`src/rtl/multicycle_controller_pkg.sv`:
```
// core_pkg: shared types and encodings for the multicycle controller slice.
// State encodings are explicit so unused codes can be recognised and recovered.
package core_pkg;

  typedef enum logic [3:0] {
    S_FETCH    = 4'd0,
    S_DECODE   = 4'd1,
    S_MEMADR   = 4'd2,
    S_MEMREAD  = 4'd3,
    S_MEMWB    = 4'd4,
    S_MEMWRITE = 4'd5,
    S_EXECUTER = 4'd6,
    S_EXECUTEI = 4'd7,
    S_ALUWB    = 4'd8,
    S_BRANCH   = 4'd9
  } ctrl_state_t;

  // instr[27:26] classes
  localparam logic [1:0] OP_DP  = 2'b00;
  localparam logic [1:0] OP_MEM = 2'b01;
  localparam logic [1:0] OP_BR  = 2'b10;
  localparam logic [1:0] OP_ILL = 2'b11;

  // ALU B operand select
  localparam logic [1:0] SRCB_REG  = 2'b00;
  localparam logic [1:0] SRCB_IMM  = 2'b01;
  localparam logic [1:0] SRCB_FOUR = 2'b10;

  // result bus select
  localparam logic [1:0] RES_ALUOUT    = 2'b00;
  localparam logic [1:0] RES_RDATA     = 2'b01;
  localparam logic [1:0] RES_ALURESULT = 2'b10;

  localparam logic [3:0] REG_PC = 4'hF;

  typedef struct packed {
    logic       mem_req;
    logic       mem_write;
    logic       adr_src;
    logic       ir_write;
    logic       pc_write;
    logic       reg_write;
    logic       alu_src_a;
    logic [1:0] alu_src_b;
    logic [1:0] result_src;
    logic       alu_op;
    logic [1:0] imm_src;
    logic       illegal_op;
  } ctrl_word_t;

  // Writes to r15 also redirect the PC.
  function automatic logic is_pc_dest(input logic [3:0] rd);
    return rd == REG_PC;
  endfunction

endpackage

```
`src/rtl/multicycle_controller_if.sv`:
```
// multicycle_controller_if: instruction fields, memory handshake and the
// datapath control word exchanged between the controller and the datapath.
interface multicycle_controller_if;
  logic [1:0] op;
  logic [5:0] funct;
  logic [3:0] rd;
  logic       cond_ex;
  logic       mem_ready;

  logic       mem_req;
  logic       mem_write;
  logic       adr_src;
  logic       ir_write;
  logic       pc_write;
  logic       reg_write;
  logic       alu_src_a;
  logic [1:0] alu_src_b;
  logic [1:0] result_src;
  logic       alu_op;
  logic [1:0] imm_src;
  logic       illegal_op;

  // controller side
  modport master (
    input  op, funct, rd, cond_ex, mem_ready,
    output mem_req, mem_write, adr_src, ir_write, pc_write, reg_write,
           alu_src_a, alu_src_b, result_src, alu_op, imm_src, illegal_op
  );

  // datapath / memory side
  modport slave (
    output op, funct, rd, cond_ex, mem_ready,
    input  mem_req, mem_write, adr_src, ir_write, pc_write, reg_write,
           alu_src_a, alu_src_b, result_src, alu_op, imm_src, illegal_op
  );
endinterface

```
`src/rtl/multicycle_controller_ctrl_output_decoder.sv`:
```
// ctrl_output_decoder: purely combinational map from FSM state plus
// qualifiers (op, rd, cond_ex, mem_ready, reset) to the datapath control word.
module ctrl_output_decoder
  import core_pkg::*;
(
  input  ctrl_state_t i_state,
  input  logic [1:0]  i_op,
  input  logic [3:0]  i_rd,
  input  logic        i_cond_ex,
  input  logic        i_mem_ready,
  input  logic        i_reset,
  output ctrl_word_t  o_ctrl
);

  logic w_pc_dest;
  assign w_pc_dest = is_pc_dest(i_rd);

  // Control word per state; write enables are killed while reset is held.
  always_comb begin
    o_ctrl         = '0;
    o_ctrl.imm_src = i_op;
    case (i_state)
      S_FETCH: begin
        o_ctrl.mem_req    = 1'b1;
        o_ctrl.adr_src    = 1'b0;
        o_ctrl.alu_src_a  = 1'b1;
        o_ctrl.alu_src_b  = SRCB_FOUR;
        o_ctrl.result_src = RES_ALURESULT;
        o_ctrl.ir_write   = i_mem_ready;
        o_ctrl.pc_write   = i_mem_ready;
      end
      S_DECODE: begin
        o_ctrl.alu_src_a  = 1'b1;
        o_ctrl.alu_src_b  = SRCB_FOUR;
        o_ctrl.result_src = RES_ALURESULT;
        o_ctrl.illegal_op = (i_op == OP_ILL);
      end
      S_MEMADR: begin
        o_ctrl.alu_src_a = 1'b0;
        o_ctrl.alu_src_b = SRCB_IMM;
      end
      S_MEMREAD: begin
        o_ctrl.mem_req = 1'b1;
        o_ctrl.adr_src = 1'b1;
      end
      S_MEMWB: begin
        o_ctrl.result_src = RES_RDATA;
        o_ctrl.reg_write  = i_cond_ex;
        o_ctrl.pc_write   = i_cond_ex & w_pc_dest;
      end
      S_MEMWRITE: begin
        // a failed condition skips the access entirely
        o_ctrl.adr_src   = 1'b1;
        o_ctrl.mem_req   = i_cond_ex;
        o_ctrl.mem_write = i_cond_ex;
      end
      S_EXECUTER: begin
        o_ctrl.alu_src_a = 1'b0;
        o_ctrl.alu_src_b = SRCB_REG;
        o_ctrl.alu_op    = 1'b1;
      end
      S_EXECUTEI: begin
        o_ctrl.alu_src_a = 1'b0;
        o_ctrl.alu_src_b = SRCB_IMM;
        o_ctrl.alu_op    = 1'b1;
      end
      S_ALUWB: begin
        o_ctrl.result_src = RES_ALUOUT;
        o_ctrl.reg_write  = i_cond_ex;
        o_ctrl.pc_write   = i_cond_ex & w_pc_dest;
      end
      S_BRANCH: begin
        o_ctrl.alu_src_a  = 1'b0;
        o_ctrl.alu_src_b  = SRCB_IMM;
        o_ctrl.result_src = RES_ALURESULT;
        o_ctrl.pc_write   = i_cond_ex;
      end
      default: ;
    endcase
    if (i_reset) begin
      o_ctrl.mem_req    = 1'b0;
      o_ctrl.mem_write  = 1'b0;
      o_ctrl.ir_write   = 1'b0;
      o_ctrl.pc_write   = 1'b0;
      o_ctrl.reg_write  = 1'b0;
      o_ctrl.illegal_op = 1'b0;
    end
  end

endmodule

```
`src/rtl/multicycle_controller.sv`:
```
// multicycle_controller: main sequencing FSM for the multicycle ARM-subset
// datapath. Optional counters instr_retired/stall_cycles exist only when
// CTRL_PERF_EN is defined.
//
//   state    | meaning
//   ---------+------------------------------------------------
//   FETCH    | read instruction at PC, PC <= PC+4 on mem_ready
//   DECODE   | register read, ALU forms PC+8, dispatch on op
//   MEMADR   | ALUOut <= base + ExtImm
//   MEMREAD  | load request at ALUOut, hold until mem_ready
//   MEMWB    | write loaded data to rd
//   MEMWRITE | store request at ALUOut (skipped if cond fails)
//   EXECUTER | ALU on register operands
//   EXECUTEI | ALU on register A and ExtImm
//   ALUWB    | write ALUOut to rd
//   BRANCH   | PC <= PC+8 + ExtImm when cond passes
module multicycle_controller
  import core_pkg::*;
#(
  parameter int perf_width = 32
) (
  input  logic clk,
  input  logic reset,
  multicycle_controller_if.master ctrl_bus
`ifdef CTRL_PERF_EN
  ,
  output logic [perf_width-1:0] instr_retired,
  output logic [perf_width-1:0] stall_cycles
`endif
);

  if (perf_width < 1) begin : g_perf_width_check
    $error("perf_width must be at least 1");
  end

  ctrl_state_t r_state;
  ctrl_state_t w_state_next;
  ctrl_word_t  w_ctrl;

  // State register; async reset returns to FETCH.
  always_ff @(posedge clk or posedge reset) begin
    if (reset) r_state <= S_FETCH;
    else       r_state <= w_state_next;
  end

  // Next-state logic; unused encodings fall back to FETCH.
  always_comb begin
    w_state_next = S_FETCH;
    case (r_state)
      S_FETCH:    w_state_next = ctrl_bus.mem_ready ? S_DECODE : S_FETCH;
      S_DECODE: begin
        case (ctrl_bus.op)
          OP_MEM:  w_state_next = S_MEMADR;
          OP_DP:   w_state_next = ctrl_bus.funct[5] ? S_EXECUTEI : S_EXECUTER;
          OP_BR:   w_state_next = S_BRANCH;
          default: w_state_next = S_FETCH;
        endcase
      end
      S_MEMADR:   w_state_next = ctrl_bus.funct[0] ? S_MEMREAD : S_MEMWRITE;
      S_MEMREAD:  w_state_next = ctrl_bus.mem_ready ? S_MEMWB : S_MEMREAD;
      S_MEMWB:    w_state_next = S_FETCH;
      S_MEMWRITE: begin
        if (!ctrl_bus.cond_ex || ctrl_bus.mem_ready) w_state_next = S_FETCH;
        else                                         w_state_next = S_MEMWRITE;
      end
      S_EXECUTER: w_state_next = S_ALUWB;
      S_EXECUTEI: w_state_next = S_ALUWB;
      S_ALUWB:    w_state_next = S_FETCH;
      S_BRANCH:   w_state_next = S_FETCH;
      default:    w_state_next = S_FETCH;
    endcase
  end

  ctrl_output_decoder u_decoder (
    .i_state     (r_state),
    .i_op        (ctrl_bus.op),
    .i_rd        (ctrl_bus.rd),
    .i_cond_ex   (ctrl_bus.cond_ex),
    .i_mem_ready (ctrl_bus.mem_ready),
    .i_reset     (reset),
    .o_ctrl      (w_ctrl)
  );

  assign ctrl_bus.mem_req    = w_ctrl.mem_req;
  assign ctrl_bus.mem_write  = w_ctrl.mem_write;
  assign ctrl_bus.adr_src    = w_ctrl.adr_src;
  assign ctrl_bus.ir_write   = w_ctrl.ir_write;
  assign ctrl_bus.pc_write   = w_ctrl.pc_write;
  assign ctrl_bus.reg_write  = w_ctrl.reg_write;
  assign ctrl_bus.alu_src_a  = w_ctrl.alu_src_a;
  assign ctrl_bus.alu_src_b  = w_ctrl.alu_src_b;
  assign ctrl_bus.result_src = w_ctrl.result_src;
  assign ctrl_bus.alu_op     = w_ctrl.alu_op;
  assign ctrl_bus.imm_src    = w_ctrl.imm_src;
  assign ctrl_bus.illegal_op = w_ctrl.illegal_op;

`ifdef CTRL_PERF_EN
  logic [perf_width-1:0] r_instr_retired;
  logic [perf_width-1:0] r_stall_cycles;

  // Retire on every return to FETCH; stall on every unanswered request.
  always_ff @(posedge clk or posedge reset) begin
    if (reset) begin
      r_instr_retired <= '0;
      r_stall_cycles  <= '0;
    end else begin
      if ((r_state != S_FETCH) && (w_state_next == S_FETCH))
        r_instr_retired <= r_instr_retired + 1'b1;
      if (w_ctrl.mem_req && !ctrl_bus.mem_ready)
        r_stall_cycles <= r_stall_cycles + 1'b1;
    end
  end

  assign instr_retired = r_instr_retired;
  assign stall_cycles  = r_stall_cycles;
`endif

endmodule

```
`src/flat_wrapper.sv`:
```
// flat-port wrapper written by rule: the top's interface ports become plain ports
module multicycle_controller_flat import core_pkg::*;
#(
  parameter int perf_width = 32
)
  (clk, reset, ctrl_bus_op, ctrl_bus_funct, ctrl_bus_rd, ctrl_bus_cond_ex, ctrl_bus_mem_ready, ctrl_bus_mem_req, ctrl_bus_mem_write, ctrl_bus_adr_src, ctrl_bus_ir_write, ctrl_bus_pc_write, ctrl_bus_reg_write, ctrl_bus_alu_src_a, ctrl_bus_alu_src_b, ctrl_bus_result_src, ctrl_bus_alu_op, ctrl_bus_imm_src, ctrl_bus_illegal_op);
  multicycle_controller_if ctrl_bus_i ();
  input  logic clk;
  input  logic reset;
  input wire logic [$bits(ctrl_bus_i.op)-1:0] ctrl_bus_op;
  input wire logic [$bits(ctrl_bus_i.funct)-1:0] ctrl_bus_funct;
  input wire logic [$bits(ctrl_bus_i.rd)-1:0] ctrl_bus_rd;
  input wire logic [$bits(ctrl_bus_i.cond_ex)-1:0] ctrl_bus_cond_ex;
  input wire logic [$bits(ctrl_bus_i.mem_ready)-1:0] ctrl_bus_mem_ready;
  output wire logic [$bits(ctrl_bus_i.mem_req)-1:0] ctrl_bus_mem_req;
  output wire logic [$bits(ctrl_bus_i.mem_write)-1:0] ctrl_bus_mem_write;
  output wire logic [$bits(ctrl_bus_i.adr_src)-1:0] ctrl_bus_adr_src;
  output wire logic [$bits(ctrl_bus_i.ir_write)-1:0] ctrl_bus_ir_write;
  output wire logic [$bits(ctrl_bus_i.pc_write)-1:0] ctrl_bus_pc_write;
  output wire logic [$bits(ctrl_bus_i.reg_write)-1:0] ctrl_bus_reg_write;
  output wire logic [$bits(ctrl_bus_i.alu_src_a)-1:0] ctrl_bus_alu_src_a;
  output wire logic [$bits(ctrl_bus_i.alu_src_b)-1:0] ctrl_bus_alu_src_b;
  output wire logic [$bits(ctrl_bus_i.result_src)-1:0] ctrl_bus_result_src;
  output wire logic [$bits(ctrl_bus_i.alu_op)-1:0] ctrl_bus_alu_op;
  output wire logic [$bits(ctrl_bus_i.imm_src)-1:0] ctrl_bus_imm_src;
  output wire logic [$bits(ctrl_bus_i.illegal_op)-1:0] ctrl_bus_illegal_op;
  assign ctrl_bus_i.op = ctrl_bus_op;
  assign ctrl_bus_i.funct = ctrl_bus_funct;
  assign ctrl_bus_i.rd = ctrl_bus_rd;
  assign ctrl_bus_i.cond_ex = ctrl_bus_cond_ex;
  assign ctrl_bus_i.mem_ready = ctrl_bus_mem_ready;
  assign ctrl_bus_mem_req = ctrl_bus_i.mem_req;
  assign ctrl_bus_mem_write = ctrl_bus_i.mem_write;
  assign ctrl_bus_adr_src = ctrl_bus_i.adr_src;
  assign ctrl_bus_ir_write = ctrl_bus_i.ir_write;
  assign ctrl_bus_pc_write = ctrl_bus_i.pc_write;
  assign ctrl_bus_reg_write = ctrl_bus_i.reg_write;
  assign ctrl_bus_alu_src_a = ctrl_bus_i.alu_src_a;
  assign ctrl_bus_alu_src_b = ctrl_bus_i.alu_src_b;
  assign ctrl_bus_result_src = ctrl_bus_i.result_src;
  assign ctrl_bus_alu_op = ctrl_bus_i.alu_op;
  assign ctrl_bus_imm_src = ctrl_bus_i.imm_src;
  assign ctrl_bus_illegal_op = ctrl_bus_i.illegal_op;
  multicycle_controller #(.perf_width(perf_width)) u_core (.clk(clk), .reset(reset), .ctrl_bus(ctrl_bus_i));
endmodule
```
`config.mk`:
```
export PLATFORM = sky130hd
export DESIGN_NAME = multicycle_controller_flat
export DESIGN_NICKNAME = d
export VERILOG_FILES = /design/src/rtl/multicycle_controller_pkg.sv /design/src/rtl/multicycle_controller_if.sv /design/src/rtl/multicycle_controller_ctrl_output_decoder.sv /design/src/rtl/multicycle_controller.sv /design/src/flat_wrapper.sv
export SDC_FILE = /design/constraint.sdc
export NUM_CORES = 1
export LEC_CHECK = 0
export CAP_MARGIN = 20
export CORE_MARGIN = 3
export CORE_UTILIZATION = 35
export CTS_CLUSTER_SIZE = 14
export DETAILED_ROUTE_END_ITERATION = 7
export PLACE_DENSITY_LB_ADDON = 0.05
export SLEW_MARGIN = 20
export SYNTH_ARGS = -nofsm -noshare
export SYNTH_HDL_FRONTEND = slang
export SYNTH_HIERARCHICAL = 1
export SYNTH_SLANG_ARGS = --single-unit
```
`constraint.sdc`:
```
create_clock -name clk -period 2.2 [get_ports clk]
set_clock_uncertainty 0.1 [all_clocks]
set_input_delay 0.33 -clock clk [delete_from_list [all_inputs] [get_ports clk]]
set_output_delay 0.33 -clock clk [all_outputs]
set_load 0.02 [all_outputs]
```
# After elaboration in Yosys (flattened, before gate mapping)
# Cells that the tools add are included.
# Widths: inputs -> output; s select.
[word_totals] ram_bits=0 regBits=4 latch_bits=0 romBits=0 out_inout_bits=15 inputBits=16 mem_count=0
[classes] mul=0 n_reduce_logical=11 n_eq_ne=13 magnitude_cmp=0 add_sub_neg=0 mux=20 n_div=0 bitwise=1 n_shift=0
[ops] operator="$pmux 4 s6" count=1
[ops] operator="$eq 4x3->1 const B" count=4
[ops] operator="$eq 4x4->1 const B" count=3
[ops] operator="$mux 3" count=4
[ops] operator="$pmux 4 s3" count=1
[ops] operator="$reduce_or 2->1" count=5
[ops] operator="$mux 1" count=9
[ops] operator="$eq 4x2->1 const B" count=2
[ops] operator="$pmux 3 s2" count=1
[ops] operator="$reduce_or 3->1" count=2
[ops] operator="$eq 2x2->1 const B" count=2
[ops] operator="$eq 4x1->1 const B" count=1
[ops] operator="$logic_not 4->1" count=1
[ops] operator="$pmux 2 s2" count=1
[ops] operator="$pmux 1 s3" count=1
[ops] operator="$eq 2x1->1 const B" count=1
[ops] operator="$logic_not 2->1" count=1
[ops] operator="$mux 2" count=1
[ops] operator="$pmux 1 s2" count=1
[ops] operator="$and 1x1->1" count=1
[ops] operator="$logic_not 1->1" count=1
[ops] operator="$logic_or 1x1->1" count=1

# Depth between registers and ports, before layout
# Gate-level depths: netlist (run 1).
[logic_depth] word_depth=4 depth_mapped=4

# Modules after synthesis
# Netlist (run 1), hierarchy kept.
[modules_own_cells] module="ctrl_output_decoder" cells_per_inst=39 seq_area_each_um2=0.0 n_inst=1 area_each_um2=272.8
[modules_own_cells] module="multicycle_controller" cells_per_inst=28 seq_area_each_um2=100.1 n_inst=1 area_each_um2=264.0

# Worst setup path before layout (run 1)
# OpenSTA, ideal clock, no wires.
[synth_path] path_kind="register to output" startpoint="reg u_core.r_state[1]" endpoint="out ctrl_bus_illegal_op" required_time_ns=1.770 slack_ns=-0.229 arrival_time_ns=1.999 path_stages_with_launch=4 path_buffers=1 path_cell_list="dfrtp_1 > buf_6 > nor3_1 > nor4b_1"
[synth_between] elab_chain_len=3
[synth_lines] element="from (decl)" line_no="multicycle_controller.sv:36" rtl="ctrl_state_t r_state;"
[synth_lines] element="from (signal assigned)" line_no="multicycle_controller.sv:43" rtl="else r_state <= w_state_next;"
[synth_lines] element="$eq 4x1->1" line_no="multicycle_controller_ctrl_output_decoder.sv:22" rtl="case (i_state)"
[synth_lines] element="$mux 1" line_no="multicycle_controller_ctrl_output_decoder.sv:22"
[synth_lines] element="$mux 1" line_no="multicycle_controller_ctrl_output_decoder.sv:80" rtl="if (i_reset) begin"
[synth_lines] element="to (decl)" line_no="flat_wrapper.sv:26" rtl="output wire logic [$bits(ctrl_bus_i.illegal_op)-1:0] ctrl_bus_illegal_op;"
# No other way between the ends.

# Worst setup path after layout (run 1)
[layout_path] startpoint="reg u_core.r_state[3]" endpoint="out ctrl_bus_pc_write"
[layout_between] elab_chain_len=4 elab_cells_between_ends=7
[layout_lines] element="$eq 4x4->1 / $eq 4x3->1 (equally long branches)" line_no="multicycle_controller_ctrl_output_decoder.sv:22"
[layout_lines] element="$reduce_or 2->1 (no source line)"
[layout_lines] element="$pmux 1 s3 (*)" line_no="multicycle_controller_ctrl_output_decoder.sv:22"
[layout_lines] element="$mux 3 (*)" line_no="multicycle_controller_ctrl_output_decoder.sv:80"
[layout_lines] element="to (decl)" line_no="flat_wrapper.sv:19" rtl="output wire logic [$bits(ctrl_bus_i.pc_write)-1:0] ctrl_bus_pc_write;"
# Every way passes the cells marked *; elsewhere a longest branch is shown, timed or not.

==> results of run 1 <==
==> final timing paths <==
path	start	end	slack, ns	depth (start not counted)
hold reg to reg	u_core/r_state[3]	u_core/r_state[3]	0.52	2
hold / removal	reset	u_core/r_state[2]	0.37	3
min in group clk	ctrl_bus_mem_ready	u_core/r_state[0]	0.49	4
max in group asynchronous	reset	u_core/r_state[3]	1.47	3
setup / recovery	u_core/r_state[3]	ctrl_bus_pc_write	0.01	4
setup reg to reg	u_core/r_state[2]	u_core/r_state[0]	0.60	4
==> metrics by stage <==
step / std cells / setup WS (ns) / utilization [%] / instance area, um^2 / hold WS [ns]
after CTS: 118 / -0.0859 / 63.7 / 871 / 0.377
after global placement: 115 / -0.541 / 62.9 / 860 / 0.526
after global routing: 118 / -0.0677 / 65.7 / 897 / 0.400
final: 118 / 0.0148 / 65.7 / 897 / 0.370
after floorplan: 67 / 0.00922 / - / 543 / -0.00392
after detailed placement: 115 / -0.553 / 62.9 / 860 / 0.533
==> layout make-up <==
class | instances | area (um^2)
flip-flops and latches | 4 | 101
inverters | 3 | 11.3
repair buffers | 40 | 363
fillers | 125 | 469
multi-input cells | 53 | 380
well taps | 15 | 18.8
clock buffers | 3 | 22.5
==> where the power goes <==
part / internal, mW / total [mW] / switching [mW]
logic: 0.403 / 0.845 / 0.442
clock network: 0.0608 / 0.0875 / 0.0267
registers: 0.106 / 0.140 / 0.0340
==> cells by family (layout without fill, tap and decap cells) <==
family,after synthesis,count (layout),synth area share [%]
xor gates and xnor gates,2,2,3.26
DFF,4,4,18.6
AOI/OAI and AO/OA,13,13,20.3
buffers and inverters,10,46,14.7
and+or+nand+nor,38,38,43.1
==> routing by layer <==
| layer | part of all wire [%] | vias up | wire length [um] |
|---|---|---|---|
| li1 | - | 314 | - |
| met1 | 46 | 281 | 682 |
| met2 | 46 | 26 | 688 |
| met3 | 8.1 | 0 | 120 |
| met4 | 0 | 0 | 0 |
| met5 | 0 | - | 0 |
==> worst register-to-register path, stage by stage (launching register included) <==
cell,delay (ns)
dfrtp_1,0.40
buf_4,0.20
or2_1,0.27
or3_4,0.39
o211ai_2,0.17
==> cell usage after synthesis, types with 3 or more instances <==
master / n / share of area, %
inv_1: 3 / 2.1
buf_6: 4 / 8.4
nand2_1: 4 / 2.8
buf_4: 3 / 4.2
dfrtp_1: 4 / 19
nor2b_1: 3 / 3.5
nand2b_1: 5 / 5.8
nor2_1: 6 / 4.2
nor3_1: 4 / 3.7
==> repair_timing <==
action / in CTS / in global routing
pin swaps: 0 / 4
gates cloned: 0 / 0
endpoints found under the setup margin: 8 / 11
gates resized for setup: 12 / 17
==> metrics.cfg, run 1 <==
[sta]
slew_viol_final=0
finalSetupViolCount=0
finalHoldViolCount=0
max_freq_mhz=458
fin_setup_tns_ns=0
worstMarginPinSlew_ns=0.320
max_slew_margin_pct=78.4
min_period_ns=2.19
fin_crit_sh_pct=99.3
rsz0062_at_grt=yes

[detailed_routing]
drc=0
vias=621
wl_um=1490
via_per_inst=5.26
firstDrtPassIters=4
wire_per_inst_um=12.6
antenna_left=0
drtIter0Drc=7

[clocking]
clockBufferDepth=2
numCtsBuffers=3
cts_hold_buf=0
clock_sinks=4
clkLatencyLatePin_ns=0.23
path_clk_slew_ns=0.04
cts_tree=done
htree_levels=1
root_buffer=clkbuf_4
postCtsSetupBuffers=0

[synthesis]
async_reset_ff_share_pct=100
synth-edff-count=0
ys_ff_latch=4
seq_area_frac_synth_pct=18.6
yosys_most_used_dff=dfrtp_1
ys_warn_count=6
synth_cell_type_count=33
synth.net_count=83
syn_area_um2=537
syn_avg_cell_area_um2=8.01
synth_cells=67

[worst_setup_path]
path_class=flip-flop to output pin
slowest_stage=dfrtp_2
cp.buffers_inverters=1
arrival_ns=1.76
crit_chain=or3b_1, a211o_1, a221oi_2, buf_4
cpPeakStageDelay_ns=0.43
cp.required_ns=1.77
path_max_fanout=4
crit_family=compound AO/OA/AOI/OAI gates
cp-end-kind=output pin
cp-start-kind=flip-flop

[die]
initial_core_util_pct=39.3
die_w_um=45.2
die_area_mm2=0.00204
io_pins=31
rows=13
die_h_um=45.2
core_mm2=0.00137

[grt]
grt_max_degree=16
grt-busiest-layer=met2
met1_usage_pct=23.1
grt_pass1_wl_um=2640
grt_pass1_vias=589
met2_usage_pct=28.0
grtUsageTotal_pct=17.4
grt_overflow=0
met3_usage_pct=3.59
antenna_found_initial=0

[finish]
antenna_cells=0
reg_top3=u_core/r_state: 4 flops
layout_commonest_cell=buf_4
area.growth.synth_to_final_pct=67.1
largest_reg_flops=4
largest_register=u_core/r_state
finalNetCount=121
mostFrequentLayoutCells=buf_4 (15), clkdlybuf4s50_1 (12), dlymetal6s2s_1 (6), nor2_1 (6), nand2b_1 (5)
final_layout_size_suffix_gt1_share_pct=31.1

[power_and_ir_drop]
peakVddDrop_mv=0.538
p_leak_nw=0.451
p_per_area_mw_per_mm2=1200
finalPower_mw=1.07

[flow_run]
drv_cap=0

[run_status]
status=completed

[placed_design]
gp_congestion=0.820
hpwl_um=1180
port_buffers=26

[hold_path]
hp-class=primary input to asynchronous set/reset pin

(Power assumes the default switching activity.)
==> inputs of run 2 (changes only) <==
==> constraint.sdc (replaced) <==
create_clock -name clk -period 2.2 [get_ports clk]
set_clock_uncertainty 0.1 [all_clocks]
set_input_delay 0.66 -clock clk [delete_from_list [all_inputs] [get_ports clk]]
set_output_delay 0.66 -clock clk [all_outputs]
set_load 0.02 [all_outputs]
==> run 2 against run 1 <==
Compared with the run above:
- critical path depth increased by 1
- maximum frequency decreased by 15%
- cell count increased by 11%
- highest routed layer is now met4
- largest power group unchanged
- sequential share of layout area is 2.3 points lower
- global-route usage increased by 0.79 points
- via count rose by 17%
- worst hold slack improved by 0.080 ns
- combinational power is 51% higher
- the run now ends with negative setup slack left
- routed wire length rose by 39%
==> metrics.cfg, run 2 (synthesized netlist as in run 1, its figures left out) <==
[die]
die_h_um=45.2
rows=13
initial_core_util_pct=39.3
io_pins=31
core_mm2=0.00137
die_w_um=45.2
die_area_mm2=0.00204

[clocking]
clockBufferDepth=2
clock_sinks=4
clkLatencyLatePin_ns=0.24
root_buffer=clkbuf_4
htree_levels=1
cts_tree=done
numCtsBuffers=3
cts_hold_buf=0
path_clk_slew_ns=0.05

[worst_setup_path]
crit_chain=buf_6, or3b_1, a211o_1, a221oi_4, buf_6
cp.buffers_inverters=2
cp.required_ns=1.44
cp-end-kind=output pin
path_class=primary input to output pin
cp-start-kind=primary input
arrival_ns=1.81
crit_family=compound AO/OA/AOI/OAI gates
crit_path_frequent_cell=buf_6
path_max_fanout=2
slowest_stage=or3b_1
cpPeakStageDelay_ns=0.34

[finish]
reg_top3=u_core/r_state: 4 flops
mostFrequentLayoutCells=buf_4 (19), buf_6 (13), buf_2 (7)
area.growth.synth_to_final_pct=110
largest_register=u_core/r_state
stdcell_count=131
antenna_cells=0
finalNetCount=134
final_layout_size_suffix_gt1_share_pct=65.5
largest_reg_flops=4
layout_commonest_cell=buf_4

[detailed_routing]
route.layer.met1.wl_um=879
firstDrtPassIters=4
drc=0
wl_um=2070
antenna_left=0
wire_per_inst_um=15.8
wl_met2_um=1020
topRoutingLayerUsed=met4
vias=729
route.met3.wl_um=118
drtIter0Drc=16
via_per_inst=5.56

[run_status]
status=finished, violations left
violations=negative setup slack

[placed_design]
hpwl_um=1270
numPlacedInstances=117
gp_congestion=0.739
dp_slack_ns=-1.22
port_buffers=26

[power_and_ir_drop]
finalPower_mw=1.52
peakVddDrop_mv=0.858
p_leak_nw=0.533
p_per_area_mw_per_mm2=1350

[grt]
grt_overflow=0
grtUsageTotal_pct=18.2
grt_pass1_vias=642
grt_pass1_wl_um=2800
antenna_found_initial=0
grt_max_degree=20

[sta]
rsz0062_at_grt=yes
fin_setup_tns_ns=-0.594
worst_slack_ns=-0.368
finalSetupViolCount=4
whs_ns=0.451
finalHoldViolCount=0
worstMarginPinSlew_ns=0.405
max_freq_mhz=389
slew_viol_final=0
fin_crit_sh_pct=117
max_slew_margin_pct=72.6
min_period_ns=2.57

[hold_path]
hp-class=primary input to asynchronous set/reset pin

[flow_run]
drv_cap=0

-- run 2: cell count changes in the layout (fill, tap and decap cells not counted), sizes merged --
| cell | previous run | this run |
|---|---|---|
| buf | 15 | 42 |
| clkdlybuf4s50 | 12 | 2 |
| dlymetal6s2s | 6 | 0 |
| clkbuf | 5 | 8 |
| clkdlybuf4s15 | 1 | 0 |
-- run 2: what timing repair did --
item,CTS,global route
pin swaps,8,9
gates resized for setup,96,38
buffers inserted,2,9
endpoints found under the setup margin,15,13
-- run 2: final cells by class --
class	instances	area, um^2
inverters	3	11.3
flip-flops and latches	4	101
clock buffers	3	22.5
repair buffers	53	457
multi-input cells	53	518
fillers	86	238
well taps	15	18.8
-- run 2: path summary, 6_finish.rpt --
kind	start	end	slack (ns)	depth (start not counted)
min	reset	u_core/r_state[2]	0.45	4
max reg2reg	u_core/r_state[1]	u_core/r_state[0]	0.47	6
min in group clk	u_core/r_state[3]	u_core/r_state[3]	0.58	2
max	ctrl_bus_mem_ready	ctrl_bus_pc_write	-0.37	5
max in group asynchronous	reset	u_core/r_state[3]	1.37	4
min reg2reg	u_core/r_state[3]	u_core/r_state[3]	0.58	2
-- run 2: per-stage QoR --
| step | util [%] | instance area (um^2) |
|---|---|---|
| 6_report | 82.6 | 1130 |
| 3_5_place_dp | 66.0 | 902 |
| 3_3_place_gp | 66.0 | 902 |
| 2_1_floorplan | - | 571 |
| 5_1_grt | 82.6 | 1130 |
| 4_1_cts | 70.1 | 957 |
-- run 2: layer usage --
layer  vias up  global-route usage, %
met4         0                   4.09
met5         -                      0
met3         6                   1.59
met1       339                   23.7
met2        36                   31.9
li1        348                      -
-- run 2: power breakdown --
part / switching, mW / internal [mW] / leakage (nW) / total, mW
sequential: 0.0433 / 0.106 / 0.0506 / 0.149
clock: 0.0382 / 0.0616 / 0.0138 / 0.0998
combinational: 0.629 / 0.646 / 0.469 / 1.28
-- run 2: worst reg2reg max path, cell delays in order (launching register included) --
cell      delay (ns)
dfrtp_1         0.42
buf_12          0.17
clkbuf_4        0.18
buf_4           0.15
nor4bb_1        0.40
nand2_1         0.14
o211ai_2        0.09
